[config.mk]
export PLATFORM = sky130hd
export DESIGN_NAME = if_prefetch
export DESIGN_NICKNAME = d
export VERILOG_FILES = /design/src/rtl/if_prefetch_pkg.sv /design/src/rtl/fetch_queue.sv /design/src/rtl/if_prefetch.sv
export SDC_FILE = /design/constraint.sdc
export NUM_CORES = 1
export LEC_CHECK = 0
export ABC_AREA = 1
export ABC_CLOCK_PERIOD_IN_PS = 3700
export BUFFER_PORTS_ARGS = -buffer_cell sky130_fd_sc_hd__buf_2
export CAP_MARGIN = 10
export CORE_UTILIZATION = 50
export CTS_BUF_LIST = sky130_fd_sc_hd__clkbuf_16
export CTS_CLUSTER_SIZE = 30
export DETAILED_ROUTE_END_ITERATION = 7
export HOLD_SLACK_MARGIN = 0.02
export PLACE_DENSITY = 0.76
export SYNTH_ARGS = -nofsm -noshare
export SYNTH_HDL_FRONTEND = slang
export SYNTH_SLANG_ARGS = --single-unit
[constraint.sdc]
create_clock -name clk -period 3.7 [get_ports clk]
set_input_delay 0.185 -clock clk [delete_from_list [all_inputs] [get_ports clk]]
set_output_delay 0.185 -clock clk [all_outputs]
set_load 0.005 [all_outputs]
[src/rtl/if_prefetch_pkg.sv]
// Shared types and constants for the instruction-fetch front end.
// Provides XLEN, the NOP encoding, fetch FSM states and queue entry layout.
package if_prefetch_pkg;

    localparam int XLEN = 32;

    localparam logic [XLEN-1:0] NOP = 32'h0000_0013;

    typedef enum logic [1:0] {
        IDLE,
        BUSY,
        DROP
    } fetch_state_e;

    typedef struct packed {
        logic [XLEN-1:0] pc;
        logic [XLEN-1:0] instr;
    } fq_entry_t;

endpackage

[src/rtl/fetch_queue.sv]
// Small synchronous FIFO of {pc, instr} entries for the prefetch path.
// Ports: push/wr_data, pop, clear (wins over both), head, count, empty, full.
module fetch_queue
    import if_prefetch_pkg::*;
#(
    parameter int DEPTH = 2,
    localparam int AW = $clog2(DEPTH)
) (
    input  logic        clk,
    input  logic        reset,
    input  logic        push,
    input  logic        pop,
    input  logic        clear,
    input  fq_entry_t   wr_data,
    output fq_entry_t   head,
    output logic [AW:0] count,
    output logic        empty,
    output logic        full
);

    localparam logic [AW:0] FULL_CNT = (AW+1)'(DEPTH);

    fq_entry_t     mem [DEPTH];
    logic [AW-1:0] rd_ptr;
    logic [AW-1:0] wr_ptr;
    logic          do_push;
    logic          do_pop;

    assign empty   = (count == '0);
    assign full    = (count == FULL_CNT);
    assign do_push = push & ~full;
    assign do_pop  = pop & ~empty;
    assign head    = mem[rd_ptr];

    always_ff @(posedge clk or posedge reset) begin
        if (reset) begin
            rd_ptr <= '0;
            wr_ptr <= '0;
            count  <= '0;
        end else if (clear) begin
            rd_ptr <= '0;
            wr_ptr <= '0;
            count  <= '0;
        end else begin
            if (do_push) wr_ptr <= wr_ptr + AW'(1);
            if (do_pop)  rd_ptr <= rd_ptr + AW'(1);
            count <= count + (AW+1)'(do_push) - (AW+1)'(do_pop);
        end
    end

    // Storage needs no reset: entries are only read while count > 0.
    always_ff @(posedge clk) begin
        if (do_push && !clear) mem[wr_ptr] <= wr_data;
    end

endmodule

[src/rtl/if_prefetch.sv]
// Fetch front end: variable-latency imem handshake feeding a prefetch queue.
// Ports: clk/reset, IFWrite pop, Branch/Jump/JumpAddr redirect, imem_* bus,
// Instruction_if/PC/IF_valid head view, IF_flush = Branch|Jump.
module if_prefetch
    import if_prefetch_pkg::*;
#(
    parameter logic [XLEN-1:0] RESET_PC = 32'h0000_0000,
    parameter int              DEPTH    = 2
) (
    input  logic            clk,
    input  logic            reset,
    input  logic            IFWrite,
    input  logic            Branch,
    input  logic            Jump,
    input  logic [XLEN-1:0] JumpAddr,
    output logic            imem_req,
    output logic [XLEN-1:0] imem_addr,
    input  logic            imem_ack,
    input  logic [XLEN-1:0] imem_rdata,
    output logic [XLEN-1:0] Instruction_if,
    output logic [XLEN-1:0] PC,
    output logic            IF_valid,
    output logic            IF_flush
);

    localparam int          AW       = $clog2(DEPTH);
    localparam logic [AW:0] FULL_CNT = (AW+1)'(DEPTH);

    fetch_state_e    state;
    fetch_state_e    state_d;
    logic [XLEN-1:0] fpc;
    logic [XLEN-1:0] fpc_d;
    logic            req_d;
    logic [XLEN-1:0] addr_d;

    logic            redirect;
    logic [XLEN-1:0] target;
    logic            push;
    logic            pop;
    logic [AW:0]     count;
    logic [AW:0]     cnt_after;
    logic            q_empty;
    logic            q_full;
    fq_entry_t       head;
    fq_entry_t       wr_data;
    logic            jaddr_unused;

    assign redirect     = Branch | Jump;
    assign IF_flush     = redirect;
    assign target       = {JumpAddr[XLEN-1:2], 2'b00};
    assign jaddr_unused = ^JumpAddr[1:0];

    assign push = (state == BUSY) & imem_ack & ~redirect;
    assign pop  = IFWrite & ~q_empty;

    // Occupancy after this cycle's push/pop decides whether to keep streaming.
    assign cnt_after = count + (AW+1)'(push) - (AW+1)'(pop);

    assign wr_data.pc    = imem_addr;
    assign wr_data.instr = imem_rdata;

    assign IF_valid       = ~q_empty;
    assign Instruction_if = q_empty ? NOP : head.instr;
    assign PC             = q_empty ? fpc : head.pc;

    fetch_queue #(
        .DEPTH (DEPTH)
    ) u_queue (
        .clk     (clk),
        .reset   (reset),
        .push    (push),
        .pop     (pop),
        .clear   (redirect),
        .wr_data (wr_data),
        .head    (head),
        .count   (count),
        .empty   (q_empty),
        .full    (q_full)
    );

    always_ff @(posedge clk or posedge reset) begin
        if (reset) begin
            state     <= IDLE;
            fpc       <= RESET_PC;
            imem_req  <= 1'b0;
            imem_addr <= RESET_PC;
        end else begin
            state     <= state_d;
            fpc       <= fpc_d;
            imem_req  <= req_d;
            imem_addr <= addr_d;
        end
    end

    always_comb begin
        state_d = state;
        fpc_d   = fpc;
        req_d   = imem_req;
        addr_d  = imem_addr;
        case (state)
            IDLE: begin
                if (redirect) begin
                    fpc_d = target;
                end else if (count < FULL_CNT) begin
                    state_d = BUSY;
                    req_d   = 1'b1;
                    addr_d  = fpc;
                end
            end
            BUSY: begin
                if (redirect) begin
                    fpc_d = target;
                    // An in-flight request must still complete; its
                    // response is swallowed in DROP.
                    if (imem_ack) begin
                        state_d = IDLE;
                        req_d   = 1'b0;
                    end else begin
                        state_d = DROP;
                    end
                end else if (imem_ack) begin
                    fpc_d = fpc + 32'd4;
                    if (cnt_after < FULL_CNT) begin
                        addr_d = fpc + 32'd4;
                    end else begin
                        state_d = IDLE;
                        req_d   = 1'b0;
                    end
                end
            end
            DROP: begin
                if (redirect) fpc_d = target;
                if (imem_ack) begin
                    state_d = IDLE;
                    req_d   = 1'b0;
                end
            end
            default: begin
                state_d = IDLE;
                req_d   = 1'b0;
            end
        endcase
    end

endmodule

==> metrics.cfg, run 1 <==
[run_status]
status = completed

[clock_tree]
cts-root-buf = clkbuf_16
numCtsBuffers = 17
h-tree-depth = 4
hold_buffers = 34
clk_pin_slew_ps = 70
clk_latency_ps = 430
cts_resized = 0
cts_setup_buffers = 0
cts_tree = yes
clockBufferDepth = 2
cts_sinks = 191

[power_and_ir_drop]
clkPwrFrac = 0.298
irDropWorstVdd_mv = 0.375
swShare = 0.302
p_switching_w = 0.00173
power.combinational.fraction = 0.204
finalPower_w = 0.00573
internal_power_w = 0.00400
powerDensity_nw_per_um2 = 531
power.leakage_nw = 4.80
seqPwrFrac = 0.497

[timing]
final_max_slew_viol_count = 0
period_needed_ps = 2690
hold_violations = 0
worst_pin_slew_ps = 1080
fmax_mhz = 372
rsz0062_at_grt = no
fin_crit_sh = 0.726
finalSetupViolCount = 0
max_slew_margin = 0.281
worst_hold_slack_ps = 45.1
finClkSkew_ps = 9.41

[synth]
ys_ff_latch = 191
synth_cells = 969
synth.cell_area_um2 = 8920
synth_area_per_cell_um2 = 9.21
synth.distinct_cells = 31
ys_seq_area_frac = 0.605
ys_warn_count = 0

[placed_design]
port_buffers = 162
placed_cells = 1321
gp_congestion = 0.918
dp_hpwl_um = 14300

[floorplan]
rows = 48
die_x_um = 136
die_h_um = 136
dieArea_um2 = 18400
io-pin-count = 169
start_util = 0.514
design.core.area_um2 = 17400

[setup_path]
critPathTopFamily = buffers and inverters
path_class = reg2reg
cp-endpoint = imem_addr[18]
regToRegStartpoint = u_queue.count[1]
crit_path_max_fanout = 31
crit_path_end_kind = flip-flop
crit_buf_inv = 5
crit_path_max_incr_delay_ps = 450
crit_start = u_queue.count[1]
start_kind = flip-flop
cp.arrival_ps = 3000
crit_top_cell = nand2_1
slowest_stage = dfrtp_1
ff2ff_path_depth = 14
cp_num_cells = 14
r2r_end = imem_addr[18]
cp.required_ps = 4020
r2r_setup_slack_ps = 1010
path_cells = nor2_4, inv_1, nand2_1, inv_1, ha_1, xnor2_1, inv_1, nand2_1, nand3_1, nand2_2, buf_4, inv_2, nand2_1, nand2_1

[finish]
drive_above_1_share = 0.194
seq_area_um2 = 5400
final_nets = 1222
fillers = 1467
syn2layout_area_growth_pct = 20.8
fin_cells = 1388
multi_input_area_um2 = 3090

[route]
num_vias = 7435
first_iter_violations = 750
drc = 0
vias_per_cell = 5.36
firstDrtPassIters = 8
wirelength_um = 22100
avgRoutedWirePerCell_um = 15.9
drt.antenna.violating_nets = 0

[global_routing]
grt_pass1_vias = 7080
grt_max_degree = 88
grt_use_total = 0.251
gr-usage-met1 = 0.344
grt_use_met3 = 0.0475
use_met2 = 0.403
grt.busiest_layer = met2
antenna_found_initial = 1
grt_pass1_wl_um = 35300
overflow = 0

[hold_path]
min_path_type = in2reg

[run]
cap_violations = 0

==> power by group through the flow <==
stage,Combinational (W),Sequential (W),Clock (W)
finish,0.00117,0.00285,0.00171
CTS,0.00117,0.00284,0.00173
floorplan,0.000691,0.00284,0
global route,0.00133,0.00289,0.00182
global placement,0.00111,0.00287,0
detailed placement,0.00114,0.00289,0
==> registers in the layout, indices dropped and copies added (netlist names) <==
register / cells
u_queue.wr_ptr: 1
imem_addr: 30
u_queue.mem: 124
imem_req: 1
fpc: 30
state: 2
u_queue.rd_ptr: 1
u_queue.count: 2
==> tightest hold or removal path, stage by stage <==
cell	delay, ps
buf_2	80
nor2_1	30
o21ai_0	140
==> area by class of cell <==
cell class,instances,area share
inverter,60,0.0209
sequential,191,0.501
clock inverter,15,0.0113
tap,225,0.0261
antenna,1,0.000232
timing repair buffer,207,0.114
clock buffer,17,0.0395
multi-input combinational,672,0.286
==> cell families after synthesis <==
| kind of cell | synth area share |
|---|---|
| compound gates | 0.106 |
| xor+xnor | 0.00982 |
| fa+ha+maj | 0.00421 |
| buf+inv | 0.0526 |
| flops | 0.605 |
| other cells | 0.000420 |
| simple gates | 0.222 |
==> synth_stat cells <==
cell	number	area (µm²)
nand2_2	6	37.5
nor2_2	6	37.5
inv_2	4	15.0
nand3b_1	2	15.0
nand4_1	2	12.5
xor2_1	8	70.1
buf_1	2	7.51
buf_6	2	22.5
nor3b_1	1	7.51
nor3_1	1	5.00
a22oi_1	28	210
buf_4	7	52.6
buf_2	14	70.1
o22ai_1	14	87.6
xnor2_1	2	17.5
edfxtp_1	124	3720
o21ai_1	2	10.0
and2_1	1	6.26
nor2_4	4	45.0
clkbuf_2	1	5.00
ha_1	3	37.5
clkbuf_1	23	86.3
dfrtp_1	67	1680
a21oi_1	72	360
o21ai_0	54	270
nor2_1	83	312
nand2_1	314	1180
nand3_1	64	320
o21a_1	1	7.51
inv_1	56	210
conb_1	1	3.75
==> per-stage QoR <==
stage	instance area, µm²	util	worst slack [ps]	setup TNS [ps]
after detailed placement	9890	0.570	1030	0
after global routing	10800	0.621	792	0
final	10800	0.621	1010	0
after floorplan	8930	-	-235	-29190
after global placement	9890	0.570	1160	0
after CTS	10800	0.621	1010	0
==> layer usage <==
metal	routed length, µm	share of wire
met2	10600	0.48
met3	1500	0.068
met5	0	0
met4	347	0.016
met1	9670	0.44
==> layout by cell type, fill, tap and decap left out, types with 17 or more instances in the layout <==
| cell | Yosys | final |
|---|---|---|
| a21oi_1 | 72 | 72 |
| a22oi_1 | 28 | 28 |
| buf_2 | 14 | 162 |
| clkbuf_16 | 0 | 17 |
| dfrtp_1 | 67 | 66 |
| dlygate4sd3_1 | 0 | 34 |
| edfxtp_1 | 124 | 124 |
| inv_1 | 56 | 57 |
| nand2_1 | 314 | 314 |
| nand3_1 | 64 | 64 |
| nor2_1 | 83 | 80 |
| o21ai_0 | 54 | 54 |
==> how the worst min path moves through the flow <==
stage / end / startpoint / slack (ps) / depth (start not counted)
final: fpc[3] / JumpAddr[3] / 50 / 3
after global routing: u_queue.rd_ptr / IFWrite / 60 / 3
after CTS: fpc[4] / JumpAddr[4] / 30 / 3
after detailed placement: u_queue.mem[1][28] / imem_rdata[28] / 380 / 1
after global placement: u_queue.mem[0][18] / imem_rdata[18] / 370 / 1
after floorplan: state[1] / imem_ack / 260 / 1
No activity file was read; power rests on OpenSTA's default activity.
==> run 2: changes to the inputs <==
- ABC_CLOCK_PERIOD_IN_PS: 3700 -> 2740
- CORE_UTILIZATION: 50 -> 55
- PLACE_DENSITY: 0.76 -> 0.79
- clock period: 3.7 -> 2.74 ns (I/O delays scaled with it)
==> metrics.cfg, run 2 (synthesis results as in run 1) <==
[run_status]
status = completed

[timing]
period_needed_ps = 2390
rsz0062_at_grt = no
max_slew_margin = 0.294  ; +0.0125
final.setup.tns_ps = 0  ; unchanged
finalSetupViolCount = 0  ; unchanged
worst_hold_slack_ps = 37.3  ; -7.76 ps
worst_pin_slew_ps = 1060  ; -18.8 ps
finClkSkew_ps = 6.35  ; -3.06 ps
fmax_mhz = 418
hold_violations = 0  ; unchanged
final_max_slew_viol_count = 0  ; unchanged
fin_crit_sh = 0.873

[global_routing]
grt_max_degree = 88  ; unchanged
antenna_found_initial = 1  ; unchanged
grt_pass1_vias = 7159  ; +1.1%
grt_use_total = 0.279  ; +0.0280
grt_pass1_wl_um = 35400  ; +0.23%
overflow = 0  ; unchanged

[route]
vias_per_cell = 5.45  ; +1.8%
avgRoutedWirePerCell_um = 16.0  ; +0.85%
firstDrtPassIters = 5  ; -3
num_vias = 7624  ; +2.5%
met1_length_um = 9980  ; +3.2%
dr.max_layer_used = met4
met2_wirelength_um = 10700  ; +1.2%
wl_met3_um = 1390  ; -7.5%
wirelength_um = 22400  ; +1.6%
first_iter_violations = 604  ; -19%
drt.antenna.violating_nets = 0  ; unchanged
drc = 0  ; unchanged

[setup_path]
crit_path_max_fanout = 87  ; +180%
slowest_stage = buf_4
cp.required_ps = 2600  ; -1420 ps
start_kind = flip-flop
crit_path_end_kind = output port
crit_path_max_incr_delay_ps = 700  ; +250 ps
path_cells = nor2_4, buf_4, a21oi_1, a21oi_1, buf_2
path_class = reg2out
crit_top_cell = a21oi_1
cp.arrival_ps = 2250  ; -750 ps

[finish]
regMostFlops = u_queue.mem
syn2layout_area_growth_pct = 23.3
layout_common_cells = nand2_1 (314), buf_2 (162), edfxtp_1 (124), nor2_1 (80), a21oi_1 (72)
final_nets = 1241  ; +1.6%
final_common_cell = nand2_1
drive_above_1_share = 0.196  ; +0.00195
largest_register_ffs = 124  ; unchanged
final_core_util = 0.692  ; +0.0715
fin_area_um2 = 11000  ; +2.1%
top_regs = u_queue.mem: 124 flops, fpc: 30 flops, imem_addr: 30 flops

[power_and_ir_drop]
powerDensity_nw_per_um2 = 721  ; +36%
power.combinational.fraction = 0.202  ; -0.002
irDropWorstVdd_mv = 0.574  ; +53%
internal_power_w = 0.00553  ; +38%
seqPwrFrac = 0.486  ; -0.011
power.leakage_nw = 4.91  ; +2.4%
p_switching_w = 0.00240  ; +39%
swShare = 0.303  ; +0.000749
clkPwrFrac = 0.312  ; +0.014

[clock_tree]
cts_sinks = 191  ; unchanged
numCtsBuffers = 17  ; unchanged
cts_tree = yes
clk_latency_ps = 430  ; about the same
cts_resized = 0  ; unchanged
clk_pin_slew_ps = 70  ; about the same
cts-root-buf = clkbuf_16
clockBufferDepth = 2  ; unchanged
h-tree-depth = 4  ; unchanged

[hold_path]
min_path_type = in2reg

[placed_design]
placed_cell_area_um2 = 9910  ; +0.24%
dp_hpwl_um = 14600  ; +2.2%
gp_congestion = 0.921  ; +0.26%
port_buffers = 162  ; unchanged

[run]
cap_violations = 0  ; unchanged

[floorplan]
start_util = 0.562  ; +0.0476
dieArea_um2 = 16700  ; -9.0%
die_h_um = 129  ; -4.6%
io-pin-count = 169  ; unchanged
die_x_um = 129  ; -4.6%
design.core.area_um2 = 15900  ; -8.5%
rows = 46  ; -4.2%

run 2: changes by cell type in the layout (fill, tap and decap cells not counted):
cell and change:
clkinv_2 +1, inv_6 +2, inv_8 +1, clkinvlp_4 -2, inv_1 -1, bufinv_16 +1, dlygate4sd3_1 +16, buf_4 +2
clkinv_1 -2, buf_12 +1
run 2: final timing paths:
path                                      endpoint        startpoint  depth (start not counted)  slack (ps)
worst min-delay path                       fpc[14]      JumpAddr[14]                          3          40
min in group asynchronous             imem_addr[5]             reset                          3         310
worst max-delay path                         PC[6]  u_queue.count[1]                          5         350
worst min register to register  u_queue.mem[1][48]     imem_addr[16]                          0         500
worst max register to register       imem_addr[21]  u_queue.count[1]                         13         420
max in group asynchronous            imem_addr[22]             reset                          4        1790
run 2: power groups by stage:
stage          logic (W)  clock network, W  registers (W)
6_report         0.00160           0.00247        0.00385
5_1_grt          0.00182           0.00261        0.00390
4_1_cts          0.00160           0.00250        0.00385
3_5_place_dp     0.00153                 0        0.00390
3_3_place_gp     0.00150                 0        0.00388
2_1_floorplan   0.000933                 0        0.00384
run 2: final cells by class:
| type | count | area [µm²] |
|---|---|---|
| Sequential cell | 191 | 5400 |
| Fill cell | 1252 | 4890 |
| Multi-Input combinational cell | 672 | 3090 |
| Timing Repair Buffer | 226 | 1430 |
| Clock buffer | 17 | 425 |
| Tap cell | 216 | 270 |
| Inverter | 60 | 225 |
| Clock inverter | 15 | 159 |
| Antenna cell | 1 | 2.50 |
run 2: routing by layer:
layer,track usage,vias up
li1,-,3657
met1,0.385,3626
met2,0.451,316
met3,0.0396,25
met4,0.107,0
met5,0,-
run 2: timing repair:
item	4_1_cts	5_1_grt
buffers inserted	0	0
hold buffers	50	0
endpoints found under the hold margin	103	0
run 2: metrics by stage:
stage | setup WS [ps] | instances | power [W]
2_1_floorplan | -197 | 972 | 0.00477
3_3_place_gp | 569 | 1315 | 0.00538
3_5_place_dp | 501 | 1315 | 0.00543
4_1_cts | 337 | 1397 | 0.00794
5_1_grt | 114 | 1398 | 0.00834
6_report | 349 | 1398 | 0.00793
run 2: worst max-delay path, delay by kind of cell, from the launching register on:
family,cells,cell delay [ps]
AOI/OAI and AO/OA,2,340
buffers and inverters,2,860
DFF,1,450
and+or+nand+nor,1,140
==> run 3: changes to the inputs <==
- CELL_PAD_IN_SITES_DETAIL_PLACEMENT: unset -> 0
- CELL_PAD_IN_SITES_GLOBAL_PLACEMENT: unset -> 1
- CORE_UTILIZATION: 55 -> 42
- PLACE_DENSITY: 0.79 -> unset
- PLACE_DENSITY_LB_ADDON: unset -> 0.1
==> metrics.cfg, run 3 (synthesis results as in run 1) <==
[run_status]
status = completed

[clock_tree]
cts_resized = 0  ; unchanged
h-tree-depth = 4  ; unchanged
clk_pin_slew_ps = 70  ; about the same
cts_sinks = 191  ; unchanged
cts_tree = yes
clockBufferDepth = 2  ; unchanged
cts-root-buf = clkbuf_16
clk_latency_ps = 440  ; about the same
numCtsBuffers = 17  ; unchanged

[finish]
syn2layout_area_growth_pct = 24.9
antennaDiodeCount = 0  ; -1
drive_above_1_share = 0.197  ; +0.000680
top_regs = u_queue.mem: 124 flops, fpc: 30 flops, imem_addr: 30 flops
fillers = 1949  ; +56%
final_common_cell = nand2_1
fin_cells = 1452  ; +3.9%
multi_input_area_um2 = 3090  ; unchanged
layout_common_cells = nand2_1 (314), buf_2 (162), edfxtp_1 (124), nor2_1 (80), a21oi_1 (72)
regMostFlops = u_queue.mem
largest_register_ffs = 124  ; unchanged
seq_area_um2 = 5400  ; unchanged
final_nets = 1242  ; +0.081%

[route]
vias_per_cell = 5.01  ; -8.2%
firstDrtPassIters = 5  ; unchanged
drt.antenna.violating_nets = 0  ; unchanged
first_iter_violations = 466  ; -23%
wirelength_um = 23600  ; +5.0%
drc = 0  ; unchanged
avgRoutedWirePerCell_um = 16.2  ; +1.1%
num_vias = 7273  ; -4.6%

[global_routing]
grt_max_degree = 88  ; unchanged
grt_pass1_vias = 6943  ; -3.0%
antenna_found_initial = 0  ; -1
grt_use_total = 0.225  ; -0.0541
overflow = 0  ; unchanged
grt_pass1_wl_um = 37300  ; +5.3%

[floorplan]
dieArea_um2 = 21800  ; +30%
start_util = 0.434  ; -0.128
rows = 52  ; +13%
io-pin-count = 169  ; unchanged
die_h_um = 148  ; +14%
design.core.area_um2 = 20600  ; +29%
die_x_um = 148  ; +14%

[timing]
final_max_slew_viol_count = 0  ; unchanged
period_needed_ps = 2490  ; +93.6 ps
fin_crit_sh = 0.907  ; +0.0341
fmax_mhz = 402  ; -3.8%
rsz0062_at_grt = no
finClkSkew_ps = 8.92  ; +2.57 ps
worst_pin_slew_ps = 1090  ; +33.6 ps
finalSetupViolCount = 0  ; unchanged
hold_violations = 0  ; unchanged
final.setup.tns_ps = 0  ; unchanged
max_slew_margin = 0.271  ; -0.0224

[setup_path]
crit_path_max_incr_delay_ps = 720  ; +20 ps
path_cells = nor2_4, buf_4, a21oi_1, a22oi_1, buf_2
critPathTopFamily = buffers and inverters
cp.required_ps = 2600  ; about the same
cp.arrival_ps = 2350  ; +100 ps
crit_path_end_kind = output port
path_class = reg2out
crit_buf_inv = 2  ; unchanged
start_kind = flip-flop
slowest_stage = buf_4
crit_path_max_fanout = 87  ; unchanged

[placed_design]
dp_hpwl_um = 15500  ; +6.1%
placed_cells = 1370  ; +4.2%
gp_congestion = 0.832  ; -9.7%
port_buffers = 162  ; unchanged

[power_and_ir_drop]
irDropWorstVdd_mv = 0.428  ; -26%
power.leakage_nw = 4.93  ; +0.38%
powerDensity_nw_per_um2 = 715  ; -0.77%

[hold_path]
min_path_type = in2reg

[run]
cap_violations = 0  ; unchanged

run 3: changes by cell type in the layout (fill, tap and decap cells not counted), sizes merged:
cell / delta
inv: +1
bufinv: -1
buf: +1
diode: -1
run 3: final timing paths:
check / startpoint / to / slack, ps / cells after the start
min in group asynchronous: reset / imem_addr[4] / 310 / 3
max reg2reg: u_queue.count[1] / imem_addr[27] / 480 / 13
min reg2reg: imem_addr[10] / u_queue.mem[1][42] / 500 / 0
max: u_queue.count[1] / PC[31] / 250 / 5
min: JumpAddr[16] / fpc[16] / 20 / 3
max in group asynchronous: reset / u_queue.rd_ptr / 1740 / 4
run 3: report_power, final:
group | total, W | internal [W] | switching (W)
sequential | 0.00384 | 0.00351 | 0.000333
combinational | 0.00161 | 0.000661 | 0.000950
clock | 0.00251 | 0.00131 | 0.00121
total | 0.00797 | 0.00548 | 0.00249
run 3: through the flow:
step	setup slack (ps)	hold WS (ps)	utilization	instance area [µm²]	total power, W
floorplan	-197	207	-	8940	0.00477
global placement	522	216	0.488	10000	0.00545
detailed placement	485	227	0.488	10000	0.00547
CTS	233	20.2	0.542	11100	0.00805
global route	70.8	50.0	0.542	11100	0.00843
finish	255	21.4	0.542	11100	0.00797
run 3: final cells by class:
type                    count  area share
clock buffers              17      0.0382
repair buffers            227       0.133
clock inverters            15      0.0158
flip-flops and latches    191       0.485
multi-input cells         672       0.277
inverters                  60      0.0202
well taps                 270      0.0303
run 3: metal layers:
| layer | up-vias | part of all wire | track usage | wire, µm |
|---|---|---|---|---|
| li1 | 3659 | - | - | - |
| met1 | 3412 | 0.47 | 0.316 | 11100 |
| met2 | 182 | 0.47 | 0.364 | 11200 |
| met3 | 20 | 0.044 | 0.0389 | 1050 |
| met4 | 0 | 0.0099 | 0.0521 | 233 |
| met5 | - | 0 | 0 | 0 |
run 3: timing repair:
item / CTS / global route
hold endpoints to repair: 99 / 0
buffers inserted: 0 / 0
hold buffers: 50 / 0
run 3: worst min-delay path, delay by kind of cell:
family | cells | cell delay, ps
buffers and inverters | 1 | 80
AO/OA/AOI/OAI | 2 | 190
